<file path="src/rtl/network_interface_if.sv">
// Packet type and the grouped core/router signal bundle of the network interface.
// The slave modport is the network_interface view; master is the core+router side.
package network_interface_pkg;
   localparam int COORD_W         = 4;
   localparam int TIME_STAMP_SIZE = 8;
   localparam int PAYLOAD_W       = 16;

   typedef struct packed {
      logic [COORD_W-1:0]         x_dest;
      logic [COORD_W-1:0]         y_dest;
      logic [COORD_W-1:0]         x_source;
      logic [COORD_W-1:0]         y_source;
      logic [TIME_STAMP_SIZE-1:0] timestamp;
      logic [PAYLOAD_W-1:0]       payload;
   } packet_t;
endpackage

interface network_interface_if;
   import network_interface_pkg::*;

   packet_t                    i_core_data;
   logic                       i_core_data_val;
   logic                       o_core_en;
   packet_t                    o_data;
   logic                       o_data_val;
   logic                       i_en;
   packet_t                    i_data;
   logic                       i_data_val;
   logic                       o_en;
   packet_t                    o_core_data;
   logic                       o_core_data_val;
   logic                       i_core_en;
   logic [31:0]                o_sent_count;
   logic [31:0]                o_recv_count;
   logic                       o_misroute;
   logic [TIME_STAMP_SIZE-1:0] o_lat_max;

   modport slave (
      input  i_core_data, i_core_data_val, i_en, i_data, i_data_val, i_core_en,
      output o_core_en, o_data, o_data_val, o_en, o_core_data, o_core_data_val,
             o_sent_count, o_recv_count, o_misroute, o_lat_max
   );

   modport master (
      output i_core_data, i_core_data_val, i_en, i_data, i_data_val, i_core_en,
      input  o_core_en, o_data, o_data_val, o_en, o_core_data, o_core_data_val,
             o_sent_count, o_recv_count, o_misroute, o_lat_max
   );
endinterface

</file>
<file path="src/rtl/network_interface.sv">
// Router local-port endpoint: source-stamping inject FIFO plus a two-entry eject skid buffer.
// Define NI_LATENCY_STATS_EN to timestamp injected packets and track the worst eject latency.
module network_interface
   import network_interface_pkg::*;
#(
   parameter int                 DEPTH = 4,
   parameter logic [COORD_W-1:0] X_LOC = '0,
   parameter logic [COORD_W-1:0] Y_LOC = '0
) (
   input  logic                 clk,
   input  logic                 reset,
   network_interface_if.slave   bus
);

   localparam int          AW      = $clog2(DEPTH);
   localparam logic [AW:0] PTR_ONE = {{AW{1'b0}}, 1'b1};

   typedef enum logic [1:0] {S_EMPTY, S_ONE, S_TWO} eject_state_t;

   packet_t     fifo_mem_q [DEPTH];
   logic [AW:0] wr_ptr_q, wr_ptr_d, rd_ptr_q, rd_ptr_d;
   logic        fifo_empty, fifo_full, push, pop;
   packet_t     push_pkt;
   logic [31:0] sent_q, sent_d, recv_q, recv_d;

   eject_state_t state_q, state_d;
   packet_t      head_q, head_d, tail_q, tail_d;
   logic         accept, drain, misroute_q, misroute_d;

`ifdef NI_LATENCY_STATS_EN
   logic [TIME_STAMP_SIZE-1:0] cyc_q, lat, lat_max_q, lat_max_d;
`endif

   // Extra pointer bit distinguishes full from empty when the indices match.
   assign fifo_empty = (wr_ptr_q == rd_ptr_q);
   assign fifo_full  = (wr_ptr_q[AW] != rd_ptr_q[AW]) &&
                       (wr_ptr_q[AW-1:0] == rd_ptr_q[AW-1:0]);
   assign push       = bus.i_core_data_val && !fifo_full;
   assign pop        = !fifo_empty && bus.i_en;

   always_comb begin
      push_pkt          = bus.i_core_data;
      push_pkt.x_source = X_LOC;
      push_pkt.y_source = Y_LOC;
`ifdef NI_LATENCY_STATS_EN
      push_pkt.timestamp = cyc_q;
`endif
   end

   always_comb begin
      wr_ptr_d = push ? wr_ptr_q + PTR_ONE : wr_ptr_q;
      rd_ptr_d = pop  ? rd_ptr_q + PTR_ONE : rd_ptr_q;
      sent_d   = pop  ? sent_q + 32'd1 : sent_q;
   end

   always_ff @(posedge clk) begin
      if (push) begin
         fifo_mem_q[wr_ptr_q[AW-1:0]] <= push_pkt;
      end
   end

   assign bus.o_core_en  = !fifo_full;
   assign bus.o_data_val = !fifo_empty;
   assign bus.o_data     = fifo_mem_q[rd_ptr_q[AW-1:0]];

   assign accept = bus.i_data_val && (state_q != S_TWO);
   assign drain  = (state_q != S_EMPTY) && bus.i_core_en;

   // Head always holds the oldest packet; tail is only used in TWO.
   always_comb begin
      state_d = state_q;
      head_d  = head_q;
      tail_d  = tail_q;
      case (state_q)
         S_EMPTY: begin
            if (accept) begin
               state_d = S_ONE;
               head_d  = bus.i_data;
            end
         end
         S_ONE: begin
            if (accept && !drain) begin
               state_d = S_TWO;
               tail_d  = bus.i_data;
            end else if (drain && !accept) begin
               state_d = S_EMPTY;
            end else if (accept && drain) begin
               head_d  = bus.i_data;
            end
         end
         S_TWO: begin
            if (drain) begin
               state_d = S_ONE;
               head_d  = tail_q;
            end
         end
         default: state_d = S_EMPTY;
      endcase
   end

   always_comb begin
      recv_d     = accept ? recv_q + 32'd1 : recv_q;
      misroute_d = misroute_q ||
                   (accept && ((bus.i_data.x_dest != X_LOC) || (bus.i_data.y_dest != Y_LOC)));
   end

   always_ff @(posedge clk) begin
      if (reset) begin
         wr_ptr_q   <= '0;
         rd_ptr_q   <= '0;
         sent_q     <= '0;
         recv_q     <= '0;
         state_q    <= S_EMPTY;
         misroute_q <= 1'b0;
      end else begin
         wr_ptr_q   <= wr_ptr_d;
         rd_ptr_q   <= rd_ptr_d;
         sent_q     <= sent_d;
         recv_q     <= recv_d;
         state_q    <= state_d;
         misroute_q <= misroute_d;
      end
   end

   always_ff @(posedge clk) begin
      head_q <= head_d;
      tail_q <= tail_d;
   end

   assign bus.o_en            = (state_q != S_TWO);
   assign bus.o_core_data_val = (state_q != S_EMPTY);
   assign bus.o_core_data     = head_q;
   assign bus.o_sent_count    = sent_q;
   assign bus.o_recv_count    = recv_q;
   assign bus.o_misroute      = misroute_q;

`ifdef NI_LATENCY_STATS_EN
   // Modular subtraction gives the right latency across a counter wrap.
   assign lat       = cyc_q - bus.i_data.timestamp;
   assign lat_max_d = (accept && (lat > lat_max_q)) ? lat : lat_max_q;

   always_ff @(posedge clk) begin
      if (reset) begin
         cyc_q     <= '0;
         lat_max_q <= '0;
      end else begin
         cyc_q     <= cyc_q + {{(TIME_STAMP_SIZE-1){1'b0}}, 1'b1};
         lat_max_q <= lat_max_d;
      end
   end

   assign bus.o_lat_max = lat_max_q;
`else
   assign bus.o_lat_max = '0;
`endif

endmodule

</file>
<file path="src/flat_wrapper.sv">
// flat-port wrapper written by rule: the top's interface ports become plain ports
module network_interface_flat import network_interface_pkg::*;
#(
   parameter int                 DEPTH = 4,
   parameter logic [COORD_W-1:0] X_LOC = '0,
   parameter logic [COORD_W-1:0] Y_LOC = '0
)
  (clk, reset, bus_i_core_data, bus_i_core_data_val, bus_i_en, bus_i_data, bus_i_data_val, bus_i_core_en, bus_o_core_en, bus_o_data, bus_o_data_val, bus_o_en, bus_o_core_data, bus_o_core_data_val, bus_o_sent_count, bus_o_recv_count, bus_o_misroute, bus_o_lat_max);
  network_interface_if bus_i ();
  input  logic clk;
  input  logic reset;
  input wire logic [$bits(bus_i.i_core_data)-1:0] bus_i_core_data;
  input wire logic [$bits(bus_i.i_core_data_val)-1:0] bus_i_core_data_val;
  input wire logic [$bits(bus_i.i_en)-1:0] bus_i_en;
  input wire logic [$bits(bus_i.i_data)-1:0] bus_i_data;
  input wire logic [$bits(bus_i.i_data_val)-1:0] bus_i_data_val;
  input wire logic [$bits(bus_i.i_core_en)-1:0] bus_i_core_en;
  output wire logic [$bits(bus_i.o_core_en)-1:0] bus_o_core_en;
  output wire logic [$bits(bus_i.o_data)-1:0] bus_o_data;
  output wire logic [$bits(bus_i.o_data_val)-1:0] bus_o_data_val;
  output wire logic [$bits(bus_i.o_en)-1:0] bus_o_en;
  output wire logic [$bits(bus_i.o_core_data)-1:0] bus_o_core_data;
  output wire logic [$bits(bus_i.o_core_data_val)-1:0] bus_o_core_data_val;
  output wire logic [$bits(bus_i.o_sent_count)-1:0] bus_o_sent_count;
  output wire logic [$bits(bus_i.o_recv_count)-1:0] bus_o_recv_count;
  output wire logic [$bits(bus_i.o_misroute)-1:0] bus_o_misroute;
  output wire logic [$bits(bus_i.o_lat_max)-1:0] bus_o_lat_max;
  assign bus_i.i_core_data = bus_i_core_data;
  assign bus_i.i_core_data_val = bus_i_core_data_val;
  assign bus_i.i_en = bus_i_en;
  assign bus_i.i_data = bus_i_data;
  assign bus_i.i_data_val = bus_i_data_val;
  assign bus_i.i_core_en = bus_i_core_en;
  assign bus_o_core_en = bus_i.o_core_en;
  assign bus_o_data = bus_i.o_data;
  assign bus_o_data_val = bus_i.o_data_val;
  assign bus_o_en = bus_i.o_en;
  assign bus_o_core_data = bus_i.o_core_data;
  assign bus_o_core_data_val = bus_i.o_core_data_val;
  assign bus_o_sent_count = bus_i.o_sent_count;
  assign bus_o_recv_count = bus_i.o_recv_count;
  assign bus_o_misroute = bus_i.o_misroute;
  assign bus_o_lat_max = bus_i.o_lat_max;
  network_interface #(.DEPTH(DEPTH), .X_LOC(X_LOC), .Y_LOC(Y_LOC)) u_core (.clk(clk), .reset(reset), .bus(bus_i));
endmodule
</file>
<file path="config.mk">
export PLATFORM = sky130hd
export DESIGN_NAME = network_interface_flat
export DESIGN_NICKNAME = d
export VERILOG_FILES = /design/src/rtl/network_interface_if.sv /design/src/rtl/network_interface.sv /design/src/flat_wrapper.sv
export SDC_FILE = /design/constraint.sdc
export NUM_CORES = 1
export LEC_CHECK = 0
export ABC_AREA = 1
export CAP_MARGIN = 20
export CORE_ASPECT_RATIO = 2
export CORE_MARGIN = 2
export CORE_UTILIZATION = 27
export DETAILED_ROUTE_END_ITERATION = 8
export PLACE_DENSITY = 0.59
export SYNTH_ARGS = -nofsm -noshare
export SYNTH_HDL_FRONTEND = slang
export SYNTH_SLANG_ARGS = --single-unit
</file>
<file path="constraint.sdc">
create_clock -name clk -period 3.9 [get_ports clk]
set_input_delay 0.78 -clock clk [delete_from_list [all_inputs] [get_ports clk]]
set_output_delay 0.78 -clock clk [all_outputs]
set_load 0.005 [all_outputs]
</file>
==> metrics, run 1 <==
first-pass GRT wire length=~45 mm; NumNets Final=approximately 1500; Leak=5.40 nW; critical-path cell list=clkinv_1, buf_4, o21ai_0, o22ai_1, clkdlybuf4s50_1; Critical-path top delay cell=clkinv_1; CTS tree=done; Syn Inst Count=1167; Final period util=90.2%; startpoint class of the critical path=flop; CP bufs+invs=3; Cells after DPL=roughly 1900; crit path time final=roughly 3500 ps; CTS buffer count=28; Top Family by Delay on Critical Path=buffers and inverters; post-route cell area=~16000 um^2; critical path depth=5; setup violators final=0; Chip Height=~300 um; Area contributors post-synth=edfxtp_1 53%, dfxtp_1 13%, nand2_1 8.4%; IO buf count=around 220; Worst-Margin Slew=a little over 700 ps; H-tree Lvls=1; Synth cell types=34; Initial Util=between 20 and 30%; WP data required=between 3000 and 4000 ps; Power per Cell Area=approximately 450 nW/um^2; post-synth top area share=about 53%; pre-CTS setup slack=888 ps; Routed WL per cell=roughly 15 um; Cell Rows=between 100 and 150; initial antenna violation count=4; Post-DP HPWL=just under 20 mm; post-CTS setup buffers=0; commonest non-fill, non-tap cell in the layout=nand2_1; count of final hold-check violations=0; Hold Path Stages=2; f_max=roughly 280 MHz; crit end category=primary output; Die ar.=around 45000 um^2; unrepaired setup endpoints after global routing=no; die width=around 150 um; post-synthesis sequential area ratio=66.0%; Ys Warns=0; CTS resizes=0; Register Area=between 7000 and 8000 um^2; Post-route DRC=0; syn_area_per_cell=roughly 10 um^2; Clock Latency Late Sink=between 500 and 600 ps; Max-Cap Viols=0; # hold bufs at CTS=0; Core ar.=between 40000 and 50000 um^2; Max Slew Vio Count=0; drt total wl=roughly 30 mm; GP Congestion=approximately 0.8; Post-DRT Antenna Nets=0; Clock Path Buffers=3; final clock skew=about 12 ps; IO Count=roughly 240; synthesized area=11700 um^2; CP arrival=between 2000 and 3000 ps; Synth area leader=edfxtp_1; Overall Global Routing Usage=around 13%; vias per inst=roughly 4.4; Root Driver=clkbuf_16; layout cells sized above 1=under 10%; outcome=finished clean; largest net degree at the start of global routing=65; filler instances=about 4300; Clock Pin Slew Worst Setup and Hold Paths=70 ps; Detailed Route Iter0 Violations=422; Rel. slew slack=a little over 50%; Layout area overhead=32.1%; Crit Path Max Fanout=40; Worst path max stage delay=~560 ps; setup tns final=0 ps; Pre-antenna DRT Iters=4; via count=slightly below 9000; area of the multi-input gates=3490 um^2; vias in the first global route=8416; worst vdd rail ir drop=about 0.27 mV; Area after DPL=about 15000 um^2; Hold WC Path Type=flop to flop; critical path class=flop to primary output; most frequent cells in the layout=262 x nand2_1, 218 x clkdlybuf4s50_1, 208 x edfxtp_1; CTS Sinks=~280; worst setup margin=382 ps; Seq cells post-synth=approximately 280; grt ovf=0; worst-case reg-to-reg path depth=7; final cell count without fillers=1961
==> worst register-to-register path, delay by kind of cell (launching register included) <==
family,cells,cell delay (ps)
flops,1,400
buf+inv,2,330
simple gates,5,1090
==> cells in the mapped netlist, drive strengths merged <==
cell,instances
inv,87
o22ai,32
nor3b,1
dfxtp,75
xnor2,2
edfxtp,208
conb,1
and3,1
clkinv,1
xor2,8
nand4,14
nand2,267
o21a,1
nor3,20
nand3,43
buf,29
o21ai,100
clkbuf,26
nor2,203
a211oi,1
a21oi,38
o21bai,1
ha,7
a31oi,1
==> cells by family after synthesis <==
family | count (synthesis) | synth area share [%]
flops | 283 | 66.0
other cells | 1 | 0.0319
xor+xnor | 10 | 0.746
buf+inv | 143 | 5.21
fa+ha+maj | 7 | 0.746
simple gates | 549 | 19.5
compound gates | 174 | 7.83
==> through the flow <==
step	hold slack [ps]	utilization, %	total power (W)
3_5_place_dp	445	33.8	0.00438
6_report	450	36.0	0.00702
4_1_cts	455	36.0	0.00714
2_1_floorplan	447	-	0.00386
3_3_place_gp	440	33.8	0.00437
5_1_grt	481	36.0	0.00734
==> metal layers <==
layer / part of all wire, % / routed length, um / track usage [%]
met1: 44 / 12800 / 16.6
met2: 45 / 13200 / 20.5
met3: 9.2 / 2670 / 3.65
met4: 1.7 / 496 / 3.16
met5: 0.19 / 56 / 0
==> state kept, by name (all words and copies together) (netlist names), named ones only <==
signal and flops:
u_core.fifo_mem_q 128, u_core.bus.o_core_data 40, u_core.tail_q 40, u_core.bus.o_recv_count 32, u_core.bus.o_sent_count 32, u_core.rd_ptr_q 3
u_core.wr_ptr_q 3, u_core.state_q 2, u_core.bus.o_misroute 1
==> worst paths after layout <==
kind                               startpoint                                 end  slack (ps)
max reg2reg   u_core.wr_ptr_q[0]$_SDFFE_PP0P_  u_core.fifo_mem_q[0][17]$_DFFE_PP_        1770
min          u_core.bus.o_misroute$_SDFF_PP0_    u_core.bus.o_misroute$_SDFF_PP0_         450
max                                      flop                      bus_o_data[35]         380
min reg2reg  u_core.bus.o_misroute$_SDFF_PP0_    u_core.bus.o_misroute$_SDFF_PP0_         450
==> power by group <==
| part | switching [W] | leakage [nW] | internal (W) | total (W) |
|---|---|---|---|---|
| clock network | 0.00119 | 0.453 | 0.00153 | 0.00272 |
| logic | 0.000465 | 2.41 | 0.000418 | 0.000882 |
| registers | 0.0000384 | 2.53 | 0.00338 | 0.00341 |
==> layout make-up <==
type | count | share of cell area (%)
Timing Repair Buffer | 232 | 15.0
Clock inverter | 20 | 1.23
Antenna cell | 1 | 0.0161
Inverter | 88 | 2.13
Multi-Input combinational cell | 756 | 22.5
Tap cell | 550 | 4.43
Clock buffer | 31 | 4.79
Sequential cell | 283 | 49.9
Note: power is estimated with default switching activity, not from simulation.
==> run 2, diff against run 1 <==
Settings changed: CORE_MARGIN 2 to not set.
==> metrics, run 2 (synthesis results as in run 1) <==
Post-route DRC=0 (unchanged); layout cells sized above 1=6.39% (-0.63 points); Clock Path Buffers=3 (unchanged); Rel. slew slack=42.8% (-8.8 points); vias per inst=4.50 (+1.6%); Chip Height=297 um (-0.67%); area of the multi-input gates=3490 um^2 (unchanged); Pwr Total=0.00679 W (-3.3%); NumNets Final=1483 (+0.067%); CTS Sinks=283 (unchanged); Max-Cap Viols=0 (unchanged); die width=149 um (-1.3%); Cell Rows=107 (-0.93%); Largest register FFs=128 (unchanged); crit end category=primary output; Crit Path Max Fanout=28 (-30%); Final period util=86.6% (-3.6 points); CTS tree=done; # hold bufs at CTS=0 (unchanged); Overall Global Routing Usage=14.1% (+1.4 points); Register Area=7750 um^2 (unchanged); vias in the first global route=8799 (+4.6%); most frequent cells in the layout=262 x nand2_1, 218 x clkdlybuf4s50_1, 208 x edfxtp_1; CTS buffer count=26 (-7.1%); Layout area overhead=31.1%; startpoint class of the critical path=flop; Routed WL per cell=16.3 um (+9.2%); unrepaired setup endpoints after global routing=no; IO Count=243 (unchanged); Worst-Margin Slew=857 ps (+136 ps); commonest non-fill, non-tap cell in the layout=nand2_1; setup violators final=0 (unchanged); Hold WC Path Type=flop to flop; CP arrival=2600 ps (-140 ps); first-pass GRT wire length=47.9 mm (+5.7%); f_max=296 MHz (+4.2%); Leak=5.34 nW (-1.1%); H-tree Lvls=1 (unchanged); GP Congestion=0.822 (+3.0%); outcome=finished clean; via count=8807 (+1.4%); Max Slew Vio Count=0 (unchanged); grt ovf=0 (unchanged); setup tns final=0 ps (unchanged); crit path time final=3380 ps (-141 ps); Core ar.=42700 um^2 (-0.93%); count of final hold-check violations=0 (unchanged); Clock Latency Late Sink=560 ps (about the same); filler instances=4248 (-1.3%); Initial Util=27.5% (+0.25 points); Pre-antenna DRT Iters=4 (unchanged); initial antenna violation count=6 (+2); Post-DRT Antenna Nets=0 (unchanged); drt total wl=31.8 mm (+9.0%); post-CTS setup buffers=0 (unchanged); Power per Cell Area=441 nW/um^2 (-2.5%); IO buf count=218 (unchanged); Detailed Route Iter0 Violations=316 (-25%); CTS resizes=0 (unchanged); Clock Pin Slew Worst Setup and Hold Paths=70 ps (about the same); worst vdd rail ir drop=0.287 mV (+7.9%); critical path class=flop to primary output; largest net degree at the start of global routing=65 (unchanged); WP data required=3120 ps (about the same); Post-DP HPWL=22.1 mm (+13%); Die ar.=44400 um^2 (-2.0%); Root Driver=clkbuf_16; final clock skew=38.3 ps (+26.5 ps)
[run 2: cell types whose count changed in the layout (fill, tap and decap cells not counted), sizes merged]
cell	delta
buf	+3
diode	+3
inv	-3
clkinv	-2
[run 2: path summary, 6_finish.rpt]
path	slack, ps	from	depth (start not counted)	endpoint
worst max-delay path	520	flop	5	bus_o_data[34]
worst min-delay path	450	u_core.bus.o_misroute$_SDFF_PP0_	2	u_core.bus.o_misroute$_SDFF_PP0_
worst max register to register	1780	u_core.wr_ptr_q[1]$_SDFFE_PP0P_	7	u_core.fifo_mem_q[0][25]$_DFFE_PP_
worst min register to register	450	u_core.bus.o_misroute$_SDFF_PP0_	2	u_core.bus.o_misroute$_SDFF_PP0_
[run 2: layer usage]
metal / up-vias / track usage, % / routed length, um
met2: 226 / 27.7 / 17400
met1: 4139 / 13.3 / 11300
met4: 4 / 6.88 / 1290
li1: 4364 / - / -
met5: - / 0 / 27
met3: 74 / 2.78 / 1710
[run 2: layout make-up]
type | count | share of cell area, %
diodes | 4 | 0.0650
clock buffers | 31 | 4.35
clock inverters | 15 | 0.902
inverters | 88 | 2.15
multi-input cells | 756 | 22.7
flip-flops and latches | 283 | 50.3
well taps | 545 | 4.43
repair buffers | 235 | 15.1
[run 2: power by group]
group,internal (W),switching (W),leakage [nW]
logic,0.000414,0.000469,2.42
registers,0.00338,0.0000388,2.53
clock network,0.00136,0.00113,0.387
[run 2: critical path: stages (launching register included)]
cell and delay (ps):
dfxtp_2 330, clkinv_1 490, buf_4 450, o21ai_0 190, o22ai_1 90, clkdlybuf4s50_1 460
[run 2: per-stage QoR]
stage / cell area [um^2] / cells / hold WS [ps] / util (%) / setup slack [ps]
finish: 15400 / 1957 / 454 / 36.0 / 524
global route: 15400 / 1957 / 479 / 36.0 / 351
CTS: 15400 / 1953 / 456 / 36.0 / 452
floorplan: 11800 / 1182 / 447 / - / 939
detailed placement: 14600 / 1907 / 445 / 34.1 / 1070
global placement: 14600 / 1907 / 437 / 34.1 / 1130
==> run 3, diff against run 2 <==
Settings changed: DONT_BUFFER_PORTS set to 1, MAX_ROUTING_LAYER set to met4, PLACE_DENSITY 0.59 to 0.52.
==> metrics, run 3 (synthesis results as in run 1) <==
outcome=finished clean; Worst-Margin Slew=1010 ps (+151 ps); Max Slew Vio Count=0 (unchanged); initial antenna violation count=0 (-6); Critical-path top delay cell=inv_1; # hold bufs at CTS=0 (unchanged); IO buf count=0 (-100%); setup violators final=0 (unchanged); via count=7798 (-11%); setup tns final=0 ps (unchanged); Final period util=74.3% (-12 points); Clock power frac=40.8% (+4.1 points); Clock Pin Slew Worst Setup and Hold Paths=60 ps (about the same); Sw Share=24.2% (+0.068 points); crit end category=primary output; CP arrival=2120 ps (-480 ps); Clock Path Buffers=3 (unchanged); ANT cells=0 (-4); grt ovf=0 (unchanged); count of final hold-check violations=0 (unchanged); Hold Path End=u_core.bus.o_recv_count[20]$_SDFFE_PP0P_; critical-path cell list=inv_1, buf_4, o21ai_0, o22ai_1; Die ar.=44400 um^2 (unchanged); CTS tree=done; RR Endpoint=u_core.fifo_mem_q[3][26]$_DFFE_PP_; worst vdd rail ir drop=0.294 mV (+2.3%); WP data required=3120 ps (about the same); Max-Cap Viols=0 (unchanged); Cell Rows=107 (unchanged); Routed WL per cell=17.8 um (+9.4%); Layout area overhead=12.9%; CTS Sinks=283 (unchanged); Detailed Route Iter0 Violations=283 (-10%); critical path class=flop to primary output; Root Driver=clkbuf_16; vias in the first global route=7631 (-13%); Pre-antenna DRT Iters=4 (unchanged); Leak=4.54 nW (-15%); Core ar.=42700 um^2 (unchanged); Clock Latency Late Sink=550 ps (about the same); final clock skew=12.2 ps (-26.2 ps); H-tree Lvls=1 (unchanged); NumNets Final=1262 (-15%); Initial Util=27.5% (unchanged); worst-case reg-to-reg path depth=7 (unchanged); die width=149 um (unchanged); startpoint class of the critical path=flop; reg-to-reg slack, setup=1650 ps (-130 ps); FF-to-FF Start=u_core.wr_ptr_q[1]$_SDFFE_PP0P_; largest net degree at the start of global routing=65 (unchanged); crit path time final=2900 ps (-479 ps); drt total wl=30.8 mm (-3.0%); filler instances=4373 (+2.9%); Rel. slew slack=32.8% (-10 points); most frequent cells in the layout=262 x nand2_1, 208 x edfxtp_1, 183 x nor2_1; Largest register FFs=128 (unchanged); hold wc startpoint=reset; sequential share of power=51.5% (+1.2 points); Hold WC Path Type=input pin to flop; unrepaired setup endpoints after global routing=no; IO Count=243 (unchanged); Worst path max stage delay=650 ps (+160 ps); Hold Path Stages=1 (-1); CTS buffer count=27 (+3.8%); Post-DP HPWL=21.2 mm (-3.9%); Chip Height=297 um (unchanged); internal power=0.00506 W (-1.7%); Pwr Total=0.00668 W (-1.6%); CTS resizes=0 (unchanged); Crit Path Max Fanout=27 (-3.6%); post-CTS setup buffers=0 (unchanged); Post-route DRC=0 (unchanged); Post-DRT Antenna Nets=0 (unchanged); first-pass GRT wire length=45.9 mm (-4.0%); Power per Cell Area=504 nW/um^2 (+14%); layout cells sized above 1=7.32% (+0.93 points); Overall Global Routing Usage=14.2% (+0.098 points); Combinational Power Share=7.7% (-5.3 points); GP Congestion=0.807 (-1.9%); commonest non-fill, non-tap cell in the layout=nand2_1; Psw=0.00162 W (-1.4%); f_max=345 MHz (+17%); vias per inst=4.50 (about the same)
## run 3: how the worst max path moves through the flow
| stage | slack (ps) | depth (start not counted) | endpoint | startpoint |
|---|---|---|---|---|
| final | 1000 | 4 | bus_o_data[32] | flop |
| after global routing | 830 | 3 | bus_o_data[5] | flop |
| after CTS | 460 | 4 | bus_o_data[39] | flop |
| after detailed placement | 1090 | 4 | bus_o_data[39] | flop |
| after global placement | 1120 | 4 | bus_o_data[39] | flop |
| after floorplan | 940 | 4 | u_core.tail_q[0]$_DFFE_PN_ | bus_i_data_val |
## run 3: power groups by stage
stage / Sequential (W) / Clock, W / Combinational [W]
floorplan: 0.00348 / 0 / 0.000375
global placement: 0.00351 / 0 / 0.000515
detailed placement: 0.00351 / 0 / 0.000524
CTS: 0.00345 / 0.00283 / 0.000526
global route: 0.00345 / 0.00292 / 0.000578
finish: 0.00344 / 0.00272 / 0.000514
## run 3: critical path, delay by kind of cell (launching register included)
kind,cells,cell delay (ps)
AOI/OAI and AO/OA,2,300
buffers and inverters,2,930
DFF,1,310
## run 3: per-stage QoR
stage          instances  hold slack, ps  utilization, %  cell area (um^2)  setup WS (ps)
2_1_floorplan       1182             447               -             11800            939
3_3_place_gp        1684             494            28.9             12300           1120
3_5_place_dp        1684             497            28.9             12300           1090
4_1_cts             1733             239            31.0             13200            459
5_1_grt             1734             253            31.0             13300            832
6_report            1734             286            31.0             13300           1000
## run 3: final cells by class
cell class	count	area, um^2	share of cell area, %
Clock buffer	34	702	5.30
Clock inverter	15	191	1.44
Inverter	88	330	2.49
Multi-Input combinational cell	756	3490	26.3
Sequential cell	283	7750	58.5
Tap cell	545	682	5.15
Timing Repair Buffer	13	110	0.831
## run 3: layer usage
metal,track usage [%],up-vias,share of wire [%]
li1,-,3916,-
met1,12.3,3660,33
met2,27.7,181,57
met4,4.88,0,2.8
met3,4.15,41,7.4
met5,-,-,0
